==> config.mk <==
export PLATFORM = sky130hd
export DESIGN_NAME = id_exe_queue
export DESIGN_NICKNAME = d
export VERILOG_FILES = /design/src/rtl/id_exe_queue_pkg.sv /design/src/rtl/id_exe_queue_entry_cmp.sv /design/src/rtl/id_exe_queue.sv
export SDC_FILE = /design/constraint.sdc
export NUM_CORES = 1
export LEC_CHECK = 0
export CORE_UTILIZATION = 45
export CTS_BUF_LIST = sky130_fd_sc_hd__clkbuf_16
export CTS_CLUSTER_SIZE = 24
export DETAILED_ROUTE_END_ITERATION = 10
export GPL_ROUTABILITY_DRIVEN = 1
export GPL_TIMING_DRIVEN = 0
export PLACE_DENSITY = 0.77
export SLEW_MARGIN = 0
export SYNTH_ARGS = -nofsm -noshare
export SYNTH_HDL_FRONTEND = slang
export SYNTH_SLANG_ARGS = --single-unit
==> constraint.sdc <==
create_clock -name clk_i -period 14.3 [get_ports clk_i]
set_clock_uncertainty 0.05 [all_clocks]
set_input_delay 2.86 -clock clk_i [delete_from_list [all_inputs] [get_ports clk_i]]
set_output_delay 2.86 -clock clk_i [all_outputs]
set_load 0.01 [all_outputs]
==> src/rtl/id_exe_queue_pkg.sv <==
// Shared ID/EXE constants: opcode, bubble word and default widths.
package id_exe_queue_pkg;

  localparam int unsigned DATA_WIDTH  = 32;
  localparam int unsigned ADDR_WIDTH  = 32;
  localparam int unsigned RADDR_WIDTH = 5;

  localparam logic [6:0]  INST_TYPE_L = 7'b0000011;
  localparam logic [31:0] INST_NOP    = 32'h00000013;
  localparam logic [31:0] ZERO        = 32'h00000000;

  function automatic logic is_load_op(input logic [6:0] opcode);
    return opcode == INST_TYPE_L;
  endfunction

endpackage

==> src/rtl/id_exe_queue_entry_cmp.sv <==
// Load-use comparator for one buffered entry; rd == x0 never hazards.
module id_exe_queue_entry_cmp #(
  parameter int unsigned RADDR_W = 5
) (
  input  logic               is_load_i,
  input  logic [RADDR_W-1:0] rd_i,
  input  logic [RADDR_W-1:0] rs1_i,
  input  logic [RADDR_W-1:0] rs2_i,
  output logic               hit_o
);

  assign hit_o = is_load_i & (rd_i != '0) & ((rd_i == rs1_i) | (rd_i == rs2_i));

endmodule

==> src/rtl/id_exe_queue.sv <==
// DEPTH-entry valid/ready queue between ID and EXE with flush and load-use check.
module id_exe_queue
  import id_exe_queue_pkg::*;
#(
  parameter int unsigned        DATA_W   = DATA_WIDTH,
  parameter int unsigned        ADDR_W   = ADDR_WIDTH,
  parameter int unsigned        RADDR_W  = RADDR_WIDTH,
  parameter int unsigned        DEPTH    = 2,
  parameter logic [DATA_W-1:0]  NOP_INST = DATA_W'(INST_NOP)
) (
  input  logic                       clk_i,
  input  logic                       rst_i,
  input  logic                       in_valid_i,
  output logic                       in_ready_o,
  input  logic [DATA_W-1:0]          op1_i,
  input  logic [DATA_W-1:0]          op2_i,
  input  logic                       reg_we_i,
  input  logic [RADDR_W-1:0]         reg_waddr_i,
  input  logic [DATA_W-1:0]          inst_i,
  input  logic [ADDR_W-1:0]          inst_addr_i,
  input  logic                       flush_i,
  output logic                       out_valid_o,
  input  logic                       out_ready_i,
  output logic [DATA_W-1:0]          op1_o,
  output logic [DATA_W-1:0]          op2_o,
  output logic                       reg_we_o,
  output logic [RADDR_W-1:0]         reg_waddr_o,
  output logic [DATA_W-1:0]          inst_o,
  output logic [ADDR_W-1:0]          inst_addr_o,
  input  logic [RADDR_W-1:0]         hz_rs1_i,
  input  logic [RADDR_W-1:0]         hz_rs2_i,
  output logic                       load_hazard_o,
  output logic [$clog2(DEPTH):0]     count_o
);

  localparam int unsigned PTR_W = $clog2(DEPTH);
  localparam int unsigned CNT_W = PTR_W + 1;

  logic [PTR_W-1:0] wptr_q, rptr_q;
  logic [CNT_W-1:0] count_q;
  logic [DEPTH-1:0] valid_q;

  logic [DATA_W-1:0]  op1_mem       [DEPTH];
  logic [DATA_W-1:0]  op2_mem       [DEPTH];
  logic               reg_we_mem    [DEPTH];
  logic [RADDR_W-1:0] reg_waddr_mem [DEPTH];
  logic [DATA_W-1:0]  inst_mem      [DEPTH];
  logic [ADDR_W-1:0]  inst_addr_mem [DEPTH];
  logic               is_load_mem   [DEPTH];
  logic [RADDR_W-1:0] rd_mem        [DEPTH];

  logic push, pop;

  // Ready depends only on registered occupancy, so a full queue refuses a push
  // even when EXE drains the head in the same cycle.
  assign in_ready_o  = count_q < CNT_W'(DEPTH);
  assign out_valid_o = count_q != '0;
  assign push        = in_valid_i & in_ready_o;
  assign pop         = out_valid_o & out_ready_i;
  assign count_o     = count_q;

  always_ff @(posedge clk_i or posedge rst_i) begin
    if (rst_i) begin
      wptr_q  <= '0;
      rptr_q  <= '0;
      count_q <= '0;
      valid_q <= '0;
    end else if (flush_i) begin
      wptr_q  <= '0;
      rptr_q  <= '0;
      count_q <= '0;
      valid_q <= '0;
    end else begin
      if (push) begin
        wptr_q          <= wptr_q + PTR_W'(1);
        valid_q[wptr_q] <= 1'b1;
      end
      if (pop) begin
        rptr_q          <= rptr_q + PTR_W'(1);
        valid_q[rptr_q] <= 1'b0;
      end
      case ({push, pop})
        2'b10:   count_q <= count_q + CNT_W'(1);
        2'b01:   count_q <= count_q - CNT_W'(1);
        default: count_q <= count_q;
      endcase
    end
  end

  always_ff @(posedge clk_i) begin
    if (push && !flush_i) begin
      op1_mem[wptr_q]       <= op1_i;
      op2_mem[wptr_q]       <= op2_i;
      reg_we_mem[wptr_q]    <= reg_we_i;
      reg_waddr_mem[wptr_q] <= reg_waddr_i;
      inst_mem[wptr_q]      <= inst_i;
      inst_addr_mem[wptr_q] <= inst_addr_i;
      is_load_mem[wptr_q]   <= is_load_op(inst_i[6:0]);
      rd_mem[wptr_q]        <= inst_i[7 +: RADDR_W];
    end
  end

  always_comb begin
    op1_o       = '0;
    op2_o       = '0;
    reg_we_o    = 1'b0;
    reg_waddr_o = '0;
    inst_o      = NOP_INST;
    inst_addr_o = '0;
    if (out_valid_o) begin
      op1_o       = op1_mem[rptr_q];
      op2_o       = op2_mem[rptr_q];
      reg_we_o    = reg_we_mem[rptr_q];
      reg_waddr_o = reg_waddr_mem[rptr_q];
      inst_o      = inst_mem[rptr_q];
      inst_addr_o = inst_addr_mem[rptr_q];
    end
  end

  logic [DEPTH-1:0] hit;

  for (genvar i = 0; i < DEPTH; i++) begin : g_cmp
    id_exe_queue_entry_cmp #(
      .RADDR_W (RADDR_W)
    ) u_cmp (
      .is_load_i (valid_q[i] & is_load_mem[i]),
      .rd_i      (rd_mem[i]),
      .rs1_i     (hz_rs1_i),
      .rs2_i     (hz_rs2_i),
      .hit_o     (hit[i])
    );
  end

  assign load_hazard_o = |hit;

endmodule

# Word-level counts from Yosys, hierarchy flattened
# Memories as Yosys holds them, arrays and structs flattened.
# Cells that the tools add are included.
[op_classes]
n_addsub = 4
n_mul = 0
div = 0
order_cmp = 5
n_eq_ne = 7
shift = 0
n_mux = 22
bitwise = 13
reduce_logical = 11
[ops]
columns = ["cell", "count"]
rows = [
  ["$mux 32", 4],
  ["$eq 5x5->1", 4],
  ["$mux 2", 5],
  ["$reduce_bool 5->1", 2],
  ["$mux 1", 9],
  ["$and 1x1->1", 8],
  ["$eq 7x2->1 const B", 1],
  ["$reduce_bool 2->1", 3],
  ["$mux 5", 1],
  ["$lt 1x2->1 const B", 2],
  ["$pmux 2 s2", 1],
  ["$logic_and 1x1->1", 3],
  ["$reduce_bool 3->1", 1],
  ["$add 1x1->1 const B", 2],
  ["$add 2x1->2 const B", 1],
  ["$and 2x2->2", 1],
  ["$demux 1 s1", 2],
  ["$eq 2x1->1 const B", 1],
  ["$eq 2x2->1 const B", 1],
  ["$ge 1x1->1 const B", 2],
  ["$lt 2x2->1 const B", 1],
  ["$not 2->2", 1],
  ["$or 1x1->1", 2],
  ["$or 2x2->2", 1],
  ["other kinds (3)", 3],
]
[totals]
register_bits = 6
latchBits = 0
ramBits = 280
romBits = 0
in_bits = 149
out_inout_bits = 139
mem_count = 8
[memory_table]
columns = ["name", "words", "width", "read_ports", "rd_ports_with_merged_regs", "write_ports", "line", "text"]
rows = [
  ["inst_addr_mem", 2, 32, 1, 0, 1, "id_exe_queue.sv:48", "logic [ADDR_W-1:0] inst_addr_mem [DEPTH];"],
  ["inst_mem", 2, 32, 1, 0, 1, "id_exe_queue.sv:47", "logic [DATA_W-1:0] inst_mem [DEPTH];"],
  ["op1_mem", 2, 32, 1, 0, 1, "id_exe_queue.sv:43", "logic [DATA_W-1:0] op1_mem [DEPTH];"],
  ["op2_mem", 2, 32, 1, 0, 1, "id_exe_queue.sv:44", "logic [DATA_W-1:0] op2_mem [DEPTH];"],
  ["rd_mem", 2, 5, 2, 0, 1, "id_exe_queue.sv:50", "logic [RADDR_W-1:0] rd_mem [DEPTH];"],
  ["reg_waddr_mem", 2, 5, 1, 0, 1, "id_exe_queue.sv:46", "logic [RADDR_W-1:0] reg_waddr_mem [DEPTH];"],
  ["+2 memories", "--", "--", "--", "--", "--", "--", ""],
]

# Logic depth before layout (Yosys ltp)
[depth]
ltp_word = 10
depth_mapped = 5

# Cells and area by module
# A second synthesis with hierarchy kept.
[unflattened]
cells_unflattened = 642
area_unflattened_um2 = 11050.6
[modules_own_cells]
columns = ["module", "instances", "cells_each", "area_each_um2"]
rows = [
  ["id_exe_queue", 1, 608, 10800.4],
  ["id_exe_queue_entry_cmp", 2, 17, 125.1],
]

# Worst setup path before layout
# Ideal clock, no wire load.
[synth_timing]
path_type = "input to register"
startpoint = "in flush_i"
endpoint = "mem inst_addr_mem[1][0] (netlist bit) (enable)"
setup_ps = 823
arrival_ps = 12858
path_slack_ps = 569
path_stages = 2
path_cell_list = "buf_1 -> nor3b_1"
[synth_between]
elab_chain_cells = 4
[synth_lines]
columns = ["item", "line", "text"]
rows = [
  ["start, declared", "id_exe_queue.sv:21", "input logic flush_i,"],
  ["$logic_not 1->1", "id_exe_queue.sv:91", "if (push && !flush_i) begin"],
  ["$logic_and 1x1->1", "id_exe_queue.sv:91", ""],
  ["$mux 1", "id_exe_queue.sv:91", ""],
  ["$mux 1 (not written as such)", "id_exe_queue.sv:97", "inst_addr_mem[wptr_q] <= inst_addr_i;"],
  ["end, declared", "id_exe_queue.sv:48", ""],
]
# Every way passes these cells.

# Worst setup path in the final report
[layout_timing]
startpoint = "in hz_rs1_i[2]"
endpoint = "out load_hazard_o"
[layout_between]
elab_chain_cells = 4
[layout_lines]
columns = ["item", "line", "text"]
rows = [
  ["start, declared", "id_exe_queue.sv:30", "input logic [RADDR_W-1:0] hz_rs1_i,"],
  ["$eq 5x5->1", "id_exe_queue_entry_cmp.sv:12", "assign hit_o = is_load_i & (rd_i != '0) & ((rd_i == rs1_i) | (rd_i == rs2_i));"],
  ["$or 1x1->1", "id_exe_queue_entry_cmp.sv:12", ""],
  ["$and 1x1->1", "id_exe_queue_entry_cmp.sv:12", ""],
  ["$reduce_or 2->1 *", "id_exe_queue.sv:134", "assign load_hazard_o = |hit;"],
  ["end, declared", "id_exe_queue.sv:32", "output logic load_hazard_o,"],
]
# Mark *: on every way between the ends. The rest lies on a longest branch, timed or not.

==> flow_summary.ini <==
[setup_path]
critPathRequiredTime_ns = 11.39
critPathArrivalTime_ns = 4.61
cp-start-kind = input pin
critical_path_class = in -> out
cp_max_fo = 2
crit_path_end_kind = primary output

[power_and_ir_drop]
p_sw_uw = 590
power_density_nw_per_um2 = 146
pwr-share-seq_pct = 42.8
combPwrFrac_pct = 27.0
irDropWorstVdd_mv = 0.113
pwr-share-clk_pct = 30.2
intPower_mw = 1.62
leakage_nw = 5.11
sw_frac_of_total_pct = 26.7
p_total_mw = 2.21

[synth]
ys_types = 28
ys_ff_latch = 276
yosysMostFrequentCell = edfxtp_1
ys_warn_count = 0
yosys.area.top_type = edfxtp_1
synth_nets = 785
async_flop_share_pct = 2.17
synth_cells = 636
syn_area_per_cell_sq_um = 16.8
synth_common_cells = edfxtp_1 (270), nor2_1 (140), mux2i_1 (134), xor2_1 (23), buf_4 (13)
yosysTopAreaCellShare_pct = 75.7
syn-cell-area_sq_um = 10700
synth_ff_type = edfxtp_1
ys_top_cells_by_area = edfxtp_1 (76%), mux2i_1 (13%), nor2_1 (4.9%)
ys_seq_area_share_pct = 77.1
synth_edf_count = 270

[clock_network]
path_clk_slew_ns = 0.06
cts.path.max_buffers = 3
cts_root_buf = clkbuf_16
cts_made_buffers = 28
clkLatencyLatePin_ns = 0.53
h-tree-depth = 1
postCtsHoldBufs = 0
post_cts_resized = 0
post-cts-setup-buffer-count = 0
clock_sinks = 276
cts_tree = done

[run]
maxCapViolCount = 0

[placement]
placed_area_sq_um = 14300
place.gp.congestion = 0.711
portBuffers = 286
dpl.hpwl_um = 17300
dp_slack_ns = 6.78
post-place-cells = 1267

[sta]
final_critical_path_setup_slack_ns = 6.78
layout_min_cycle_time_ns = 7.52
finalHoldViolCount = 0
fin_crit_sh_pct = 52.6
setup_viol = 0
drv_slew = 0
rsz0062_at_grt = false
max_slew_margin_pct = 34.7
max_freq_mhz = 133
worst_pin_slew_ns = 0.975

[cells_and_area]
fillers = 1731
final_cells = 1320
postLayoutCellArea_sq_um = 15200
utilization_pct = 64.8
layout.nets = 1127
syn_to_final_growth_pct = 41.5
layout-drive-gt1-share_pct = 9.50

[worst_hold_path]
hold_path.class = reg -> reg

[global_route]
grt_usage_pct = 19.1
antenna_found_initial = 1
grt_pass1_wl_um = 35500
grt_max_degree = 15
grt_pass1_vias = 6580
grt.overflow.total = 0

[floorplanning]
dieArea_sq_um = 24400
fp.dieH_um = 156
core_sq_um = 23400
start_util_pct = 45.8
ios = 288
die_x_um = 156
rows = 56

[status]
status = finished clean

[detailed_routing]
vias_per_cell = 4.84
drt_pass1_iterations = 4
wire_per_inst_um = 18.0
drt-initial-drc-count = 215
postRouteWirelength_um = 23800
drc = 0
ant_nets = 0
vias = 6391
## cell type report
cell class	instances	area (sq um)	area share, %
clock buffer	29	726	4.79
clock inverter	23	126	0.834
antenna	1	2.50	0.0165
sequential	276	8260	54.5
multi-input combinational	327	2270	15.0
inverter	3	11.3	0.0743
timing repair buffer	312	3190	21.0
buffer	30	176	1.16
tap	319	399	2.63
## power by group through the flow
stage | registers [mW] | clock network, mW | logic (mW)
floorplan | 0.975 | 0 | 0.276
global placement | 0.984 | 0 | 0.585
detailed placement | 0.964 | 0 | 0.603
CTS | 0.947 | 0.687 | 0.607
global route | 0.950 | 0.714 | 0.640
finish | 0.947 | 0.668 | 0.597
## state kept, by name, indices dropped and copies added, names as in the netlist, 2 cells and up
name / flops
op2_mem: 64
rd_mem: 4
is_load_mem: 2
inst_addr_mem: 64
valid_q: 2
count_o: 2
inst_mem: 60
op1_mem: 64
reg_waddr_mem: 10
reg_we_mem: 2
## worst paths after layout
kind | startpoint | end | slack (ns) | cells past startpoint
min | valid_q[0]$_DFF_PP0_ | valid_q[0]$_DFF_PP0_ | 0.54 | 2
max reg2reg | count_o[1]$_DFFE_PP0P_ | op2_mem[1][23]$_DFFE_PP_ | 11.48 | 7
max in group asynchronous | rst_i | rptr_q$_DFFE_PP0P_ | 11.45 | 2
min reg2reg | valid_q[0]$_DFF_PP0_ | valid_q[0]$_DFF_PP0_ | 0.54 | 2
max | hz_rs1_i[2] | load_hazard_o | 6.78 | 6
min in group asynchronous | rst_i | wptr_q$_DFFE_PP0P_ | 2.53 | 2
## critical path, stage by stage
cell and delay [ns]:
clkdlybuf4s50_1 0.48, xor2_1 0.19, nor3_1 0.23, a22oi_1 0.12, o22ai_1 0.17, clkdlybuf4s50_1 0.56
## logic make-up (layout without fill, tap and decap cells)
kind of cell,after synthesis,after routing,synth area share (%)
buffers and inverters,33,397,1.75
AOI/OAI and AO/OA,10,10,0.724
and+or+nand+nor,159,159,5.93
other,0,1,0
muxes,134,134,12.5
DFF,276,276,77.1
xor gates and xnor gates,24,24,1.96
## stage by stage
stage	TNS [ns]	hold WS [ns]
detailed placement	0	0.530
finish	0	0.539
global route	0	0.574
floorplan	0	0.475
CTS	0	0.546
global placement	-1353.42	0.509
## metal layers
| metal | vias up | part of all wire [%] | routed length [um] | global-route usage, % |
|---|---|---|---|---|
| li1 | 3051 | - | - | - |
| met1 | 3050 | 38 | 9090 | 21.8 |
| met2 | 246 | 51 | 12100 | 33.8 |
| met3 | 44 | 8.6 | 2040 | 6.23 |
| met4 | 0 | 2.2 | 532 | 5.79 |
| met5 | - | 0 | 0 | 0 |
## cells in the final DEF (no fill, tap or decap), drive strengths merged, types with 2 or more instances in the layout
master,instances
xor2,23
a22oi,2
nor3,6
dfrtp,6
clkinv,14
nor2,141
nand2b,2
or4,3
mux2i,134
clkbuf,30
nand2,5
o22ai,2
clkdlybuf4s50,286
o211ai,2
inv,10
edfxtp,270
buf,55
Note: power is estimated with default switching activity, not from simulation.
==> RTL change 1: new RTL, same settings <==
The package constant `RADDR_WIDTH` goes from 5 to 7.
--- a/src/rtl/id_exe_queue_pkg.sv
+++ b/src/rtl/id_exe_queue_pkg.sv
@@ -4,5 +4,5 @@
   localparam int unsigned DATA_WIDTH  = 32;
   localparam int unsigned ADDR_WIDTH  = 32;
-  localparam int unsigned RADDR_WIDTH = 5;
+  localparam int unsigned RADDR_WIDTH = 7;
 
   localparam logic [6:0]  INST_TYPE_L = 7'b0000011;
Interface: changed (resized hz_rs1_i, hz_rs2_i, reg_waddr_i and reg_waddr_o); port bits go from 288 to 296. No check against the original RTL was run, so the function may have changed too.
==> RTL change 1 against the unedited design <==
Final area up 2.4%. Synthesized area up 2.9%. Total power up 1.5%. Sequential share of layout area down 0.51 points. Hold slack better by 0.018 ns. Worst setup slack worse by 0.11 ns. Final cell count up 1.9%. Die area up 2.8%. Routed wire length up 2.5%. Sequential cell count up 4. Count of clock-buffer cells in the layout unchanged.
==> RTL change 1: results (changes against the unedited design) <==
[critical_path]
startpoint = hz_rs1_i[6]  ; was hz_rs1_i[2]
crit_end = load_hazard_o  ; unchanged
r2r_slack_ns = 11.59  ; was 11.48 ns
r2r_end = op2_mem[1][10]  ; was op2_mem[1][23]
crit_fanout = 2  ; unchanged
reg2reg_depth = 6  ; was 7
timing.rr.start = count_o[1]  ; unchanged

[grt]
grt_max_degree = 14  ; was 15
antenna_found_initial = 1  ; unchanged
gr-usage-met3_pct = 4.44  ; was 6.23%
grt_pass1_wl_mm = 36.0  ; was 35.5 mm
grt_use_met2_pct = 34.1  ; was 33.8%
track_usage_pct = 19.0  ; was 19.1%
grt_pass1_vias = 6785  ; was 6580
grt_use_met1_pct = 21.7  ; was 21.8%
top_usage_layer = met2  ; unchanged

[layout]
reg_top3 = inst_addr_mem: 64 flops, op1_mem: 64 flops, op2_mem: 64 flops  ; unchanged
diodes = 0  ; was 1
nNetsFinal = 1163  ; was 1127
drive_above_1_share_pct = 8.77  ; was 9.50%

[logic_synthesis]
async_reset_ff_share_pct = 2.14  ; was 2.17%
ys_seq_area_share_pct = 76.0  ; was 77.1%
ys_warn_count = 0  ; unchanged
synth_top_area_share_pct = 74.7  ; was 75.7%
syn_nets = 812  ; was 785
synth.top_cells.by_count = 274 x edfxtp_1, 138 x nor2_1, 136 x mux2i_1  ; was 270 x edfxtp_1, 140 x nor2_1, 134 x mux2i_1
synth_cell_types = 30  ; was 28
synth_ff_type = edfxtp_1  ; unchanged
synth_top_cells_by_area = edfxtp_1 75%, mux2i_1 12%, nor2_1 4.7%  ; was edfxtp_1 76%, mux2i_1 13%, nor2_1 4.9%
synth-edff-count = 274  ; was 270

[clock_network]
post_cts_resized = 0  ; unchanged
clock_path_buffers = 3  ; unchanged
h-tree-depth = 1  ; unchanged
post_cts_buffers = 0  ; unchanged
cts_buffers = 29  ; was 28
path_clk_slew_ns = 0.06  ; about the same
cts-root-buf = clkbuf_16  ; unchanged
clock_latency_ns = 0.53  ; about the same

[die]
die_w_um = 158  ; was 156 um

[drt]
first_pass_iters = 4  ; unchanged
post_drt_wl_per_cell_um = 18.1  ; was 18.0 um
drt_iter0_drc = 325  ; was 215
via_count = 6568  ; was 6391

[timing]
setup_viol = 0  ; unchanged
maxSlewHeadroom_pct = 31.8  ; was 34.7%
layout_min_cycle_time_ns = 7.63  ; was 7.52 ns

[pwr]
cellLeakagePower_nw = 5.21  ; was 5.11 nW
ir_drop_mv = 0.103  ; was 0.113 mV

[worst_hold_path]
hold_class = reg -> reg  ; unchanged
whs_path_depth = 2  ; unchanged

[placement]
io_buffers = 294  ; was 286
dpl.hpwl_mm = 17.9  ; was 17.3 mm
globalplace.congestion = 0.840  ; was 0.711

[run_status]
outcome = finished, final reports clean  ; unchanged

[RTL change 1: cell types whose count changed after synthesis, moves of 4 or more]
cell,before,now
buf_2,12,3
nor4_1,0,6
buf_4,13,8
xor2_1,23,30
buf_6,0,13
edfxtp_1,270,274
[RTL change 1: area by class of cell]
type	instances	area, um^2
plain buffers	31	248
multi-input cells	343	2390
clock inverters	20	114
inverters	3	11.3
well taps	319	399
repair buffers	320	3260
flip-flops and latches	280	8380
clock buffers	29	726
fillers	1676	8230
[RTL change 1: worst min-delay path by stage]
stage                          start    endpoint  slack, ns
after global placement    valid_q[0]  valid_q[0]       0.51
after floorplan           valid_q[0]  valid_q[0]       0.46
after detailed placement  valid_q[0]  valid_q[0]       0.54
after CTS                 valid_q[0]  valid_q[0]       0.55
after global routing      valid_q[0]  valid_q[0]       0.61
final                     valid_q[0]  valid_q[0]       0.56
[RTL change 1: cells by family (layout without fill, tap and decap cells)]
group | count (synthesis) | after routing | synth area share [%]
xor+xnor | 32 | 32 | 2.61
simple gates | 167 | 167 | 6.18
compound gates | 8 | 8 | 0.477
buf+inv | 34 | 403 | 2.35
flops | 280 | 280 | 76.0
mux | 136 | 136 | 12.4
[RTL change 1: worst max-delay path, stage by stage]
cell and delay (ns):
clkdlybuf4s50_1 0.46, xor2_1 0.16, nor4_1 0.35, a22oi_1 0.11
o22ai_1 0.22, clkdlybuf4s50_1 0.57
[RTL change 1: where the power goes]
part / switching (mW) / leakage [nW] / internal (mW)
logic: 0.294 / 2.19 / 0.322
registers: 0.0142 / 2.60 / 0.948
clock network: 0.286 / 0.426 / 0.381
[RTL change 1: metrics by stage]
| stage | TNS, ns | instance area, um^2 | utilization (%) | setup WS (ns) | instances |
|---|---|---|---|---|---|
| 2_1_floorplan | 0 | 11000 | - | 0.418 | 657 |
| 3_3_place_gp | -1443.59 | 14400 | 60.5 | -5.87 | 1270 |
| 3_5_place_dp | 0 | 14700 | 61.8 | 6.69 | 1296 |
| 4_1_cts | 0 | 15500 | 65.4 | 6.68 | 1345 |
| 5_1_grt | 0 | 15500 | 65.4 | 6.58 | 1345 |
| 6_report | 0 | 15500 | 65.4 | 6.67 | 1345 |
[RTL change 1: layer usage]
metal	wire, um	up-vias
met5	17	-
met1	9310	3167
met3	1560	54
met4	812	2
met2	12600	209
li1	-	3136
==> RTL change 2: new RTL, same flow settings <==
Without the edit above. Reset style: synchronous (`rst_i`), changed in one clocked block.
--- a/src/rtl/id_exe_queue.sv
+++ b/src/rtl/id_exe_queue.sv
@@ -60,5 +60,5 @@
   assign count_o     = count_q;
 
-  always_ff @(posedge clk_i or posedge rst_i) begin
+  always_ff @(posedge clk_i) begin
     if (rst_i) begin
       wptr_q  <= '0;
Check against the original RTL: differs if rst_i is asserted again (counterexample within 4 cycles, from zero or initial values and one cycle with rst_i high); with rst_i held inactive, the same outputs for 4 cycles.
==> RTL change 2 against the unedited design <==
Sequential share of layout area shrank 0.075 points. Worst setup slack gained 0.061 ns. Highest routed layer is now met5. Final area is essentially flat. Sequential cell count grew 1. Final cell count grew 0.45%. Maximum frequency grew 0.82%. Die area grew 0.13%. Routed wire length grew 0.72%. Global-route usage is essentially flat. Synthesized area grew 0.14%.
Power is not compared: it rests on default switching activity, and its combinational part moved more than twofold at a synthesized area within 25%.
==> RTL change 2: results (changes against the unedited design) <==
[logic_synthesis]
synth.top_cells.by_count = 270 x edfxtp_1, 141 x nor2_1, 134 x mux2i_1  ; was 270 x edfxtp_1, 140 x nor2_1, 134 x mux2i_1
synth_cell_types = 30  ; was 28
synth-edff-count = 270  ; unchanged
synth_top_cells_by_area = edfxtp_1 76%, mux2i_1 13%, nor2_1 4.9%  ; unchanged
synth_ff_type = edfxtp_1  ; unchanged
ys_seq_area_share_pct = 76.9  ; was 77.1%
syn_nets = 789  ; was 785
async_reset_ff_share_pct = 0  ; was 2.17%
ys_warn_count = 0  ; unchanged

[pwr]
ir_drop_mv = 0.102
cellLeakagePower_nw = 5.00

[grt]
grt_max_degree = 14  ; was 15
antenna_found_initial = 3  ; was 1
gr-usage-met3_pct = 5.34  ; was 6.23%
grt_use_met2_pct = 33.9  ; was 33.8%
grt_pass1_wl_mm = 35.4  ; was 35.5 mm
grt_use_met1_pct = 22.2  ; was 21.8%
track_usage_pct = 19.1  ; about the same
grt_pass1_vias = 6622  ; was 6580

[critical_path]
critPathArrivalTime_ns = 4.55  ; was 4.61 ns
crit_fanout = 2  ; unchanged

[layout]
reg_top3 = inst_addr_mem: 64 flops, op1_mem: 64 flops, op2_mem: 64 flops  ; unchanged
drive_above_1_share_pct = 9.55  ; was 9.50%
n_fill_cell = 1715  ; was 1731
nNetsFinal = 1134  ; was 1127

[drt]
finalWirelength_mm = 23.9  ; was 23.8 mm
drt_iter0_drc = 260  ; was 215
via_count = 6410  ; was 6391
first_pass_iters = 4  ; unchanged

[placement]
globalplace.congestion = 0.820  ; was 0.711
dpl.hpwl_mm = 17.4  ; was 17.3 mm
io_buffers = 287  ; was 286

[clock_network]
path_clk_slew_ns = 0.06  ; about the same
h-tree-depth = 1  ; unchanged
cts_buffers = 28  ; unchanged
post_cts_resized = 0  ; unchanged
clock_path_buffers = 3  ; unchanged
clock_latency_ns = 0.52
post_cts_buffers = 0  ; unchanged
cts-root-buf = clkbuf_16  ; unchanged

[worst_hold_path]
hold_class = reg -> reg  ; unchanged

[timing]
maxSlewHeadroom_pct = 50.9  ; was 34.7%

[run_status]
outcome = finished, final reports clean  ; unchanged

-- RTL change 2: cell types whose count changed after synthesis, sizes merged --
cell | unedited run | this run
dfxtp | 0 | 7
or2 | 0 | 1
or3 | 0 | 1
a311oi | 1 | 0
ha | 0 | 1
nor2b | 1 | 0
nand2b | 2 | 1
dfrtp | 6 | 0
nor2 | 141 | 142
a211oi | 0 | 1
-- RTL change 2: cell type report --
type	count	area share [%]
flip-flops and latches	277	54.4
repair buffers	315	21.2
multi-input cells	329	15.1
clock buffers	29	4.79
well taps	319	2.63
plain buffers	30	1.21
clock inverters	22	0.594
inverters	3	0.0743
diodes	2	0.0330
-- RTL change 2: final timing paths --
check         startpoint                  end  slack (ns)  depth (start not counted)
max          hz_rs1_i[2]        load_hazard_o        6.84                          6
max reg2reg   count_o[1]  inst_addr_mem[0][6]       11.63                          8
min               rptr_q           valid_q[1]        0.44                          1
min reg2reg       rptr_q           valid_q[1]        0.44                          1
-- RTL change 2: metrics by stage --
| step | cells | cell area, um^2 | worst slack (ns) | util, % | total power, mW |
|---|---|---|---|---|---|
| after floorplan | 639 | 10700 | 0.623 | - | 1.02 |
| after global placement | 1245 | 14000 | -5.62 | 59.8 | 1.13 |
| after detailed placement | 1273 | 14300 | 6.84 | 61.3 | 1.13 |
| after CTS | 1324 | 15200 | 6.83 | 64.8 | 1.77 |
| after global routing | 1326 | 15200 | 6.73 | 64.8 | 1.81 |
| final | 1326 | 15200 | 6.84 | 64.8 | 1.75 |
-- RTL change 2: metal layers --
| layer | wire length (um) | up-vias |
|---|---|---|
| met3 | 1720 | 41 |
| met4 | 569 | 2 |
| met1 | 9420 | 3088 |
| met2 | 12200 | 210 |
| li1 | - | 3069 |
| met5 | 12 | - |
-- RTL change 2: kinds of logic (layout without fill, tap and decap cells) --
group	Yosys count	after routing	synth area share [%]
flip-flops	277	277	76.9
AND/OR/NAND/NOR	160	160	5.98
multiplexers	134	134	12.5
buffers and inverters	33	399	1.82
XOR/XNOR	24	24	1.96
AO/OA/AOI/OAI	10	10	0.711
adder cells (fa/ha/maj)	1	1	0.117
other	0	2	0
-- RTL change 2: where the power goes --
group / internal (mW) / switching (mW)
combinational: 0.100 / 0.0823
clock: 0.362 / 0.283
sequential: 0.920 / 0.00747
total: 1.38 / 0.373
-- RTL change 2: worst max-delay path, stage by stage --
cell and delay (ns):
clkdlybuf4s50_1 0.48, xor2_1 0.17, nor3_1 0.21, a22oi_1 0.12, o22ai_1 0.15, clkdlybuf4s50_1 0.56
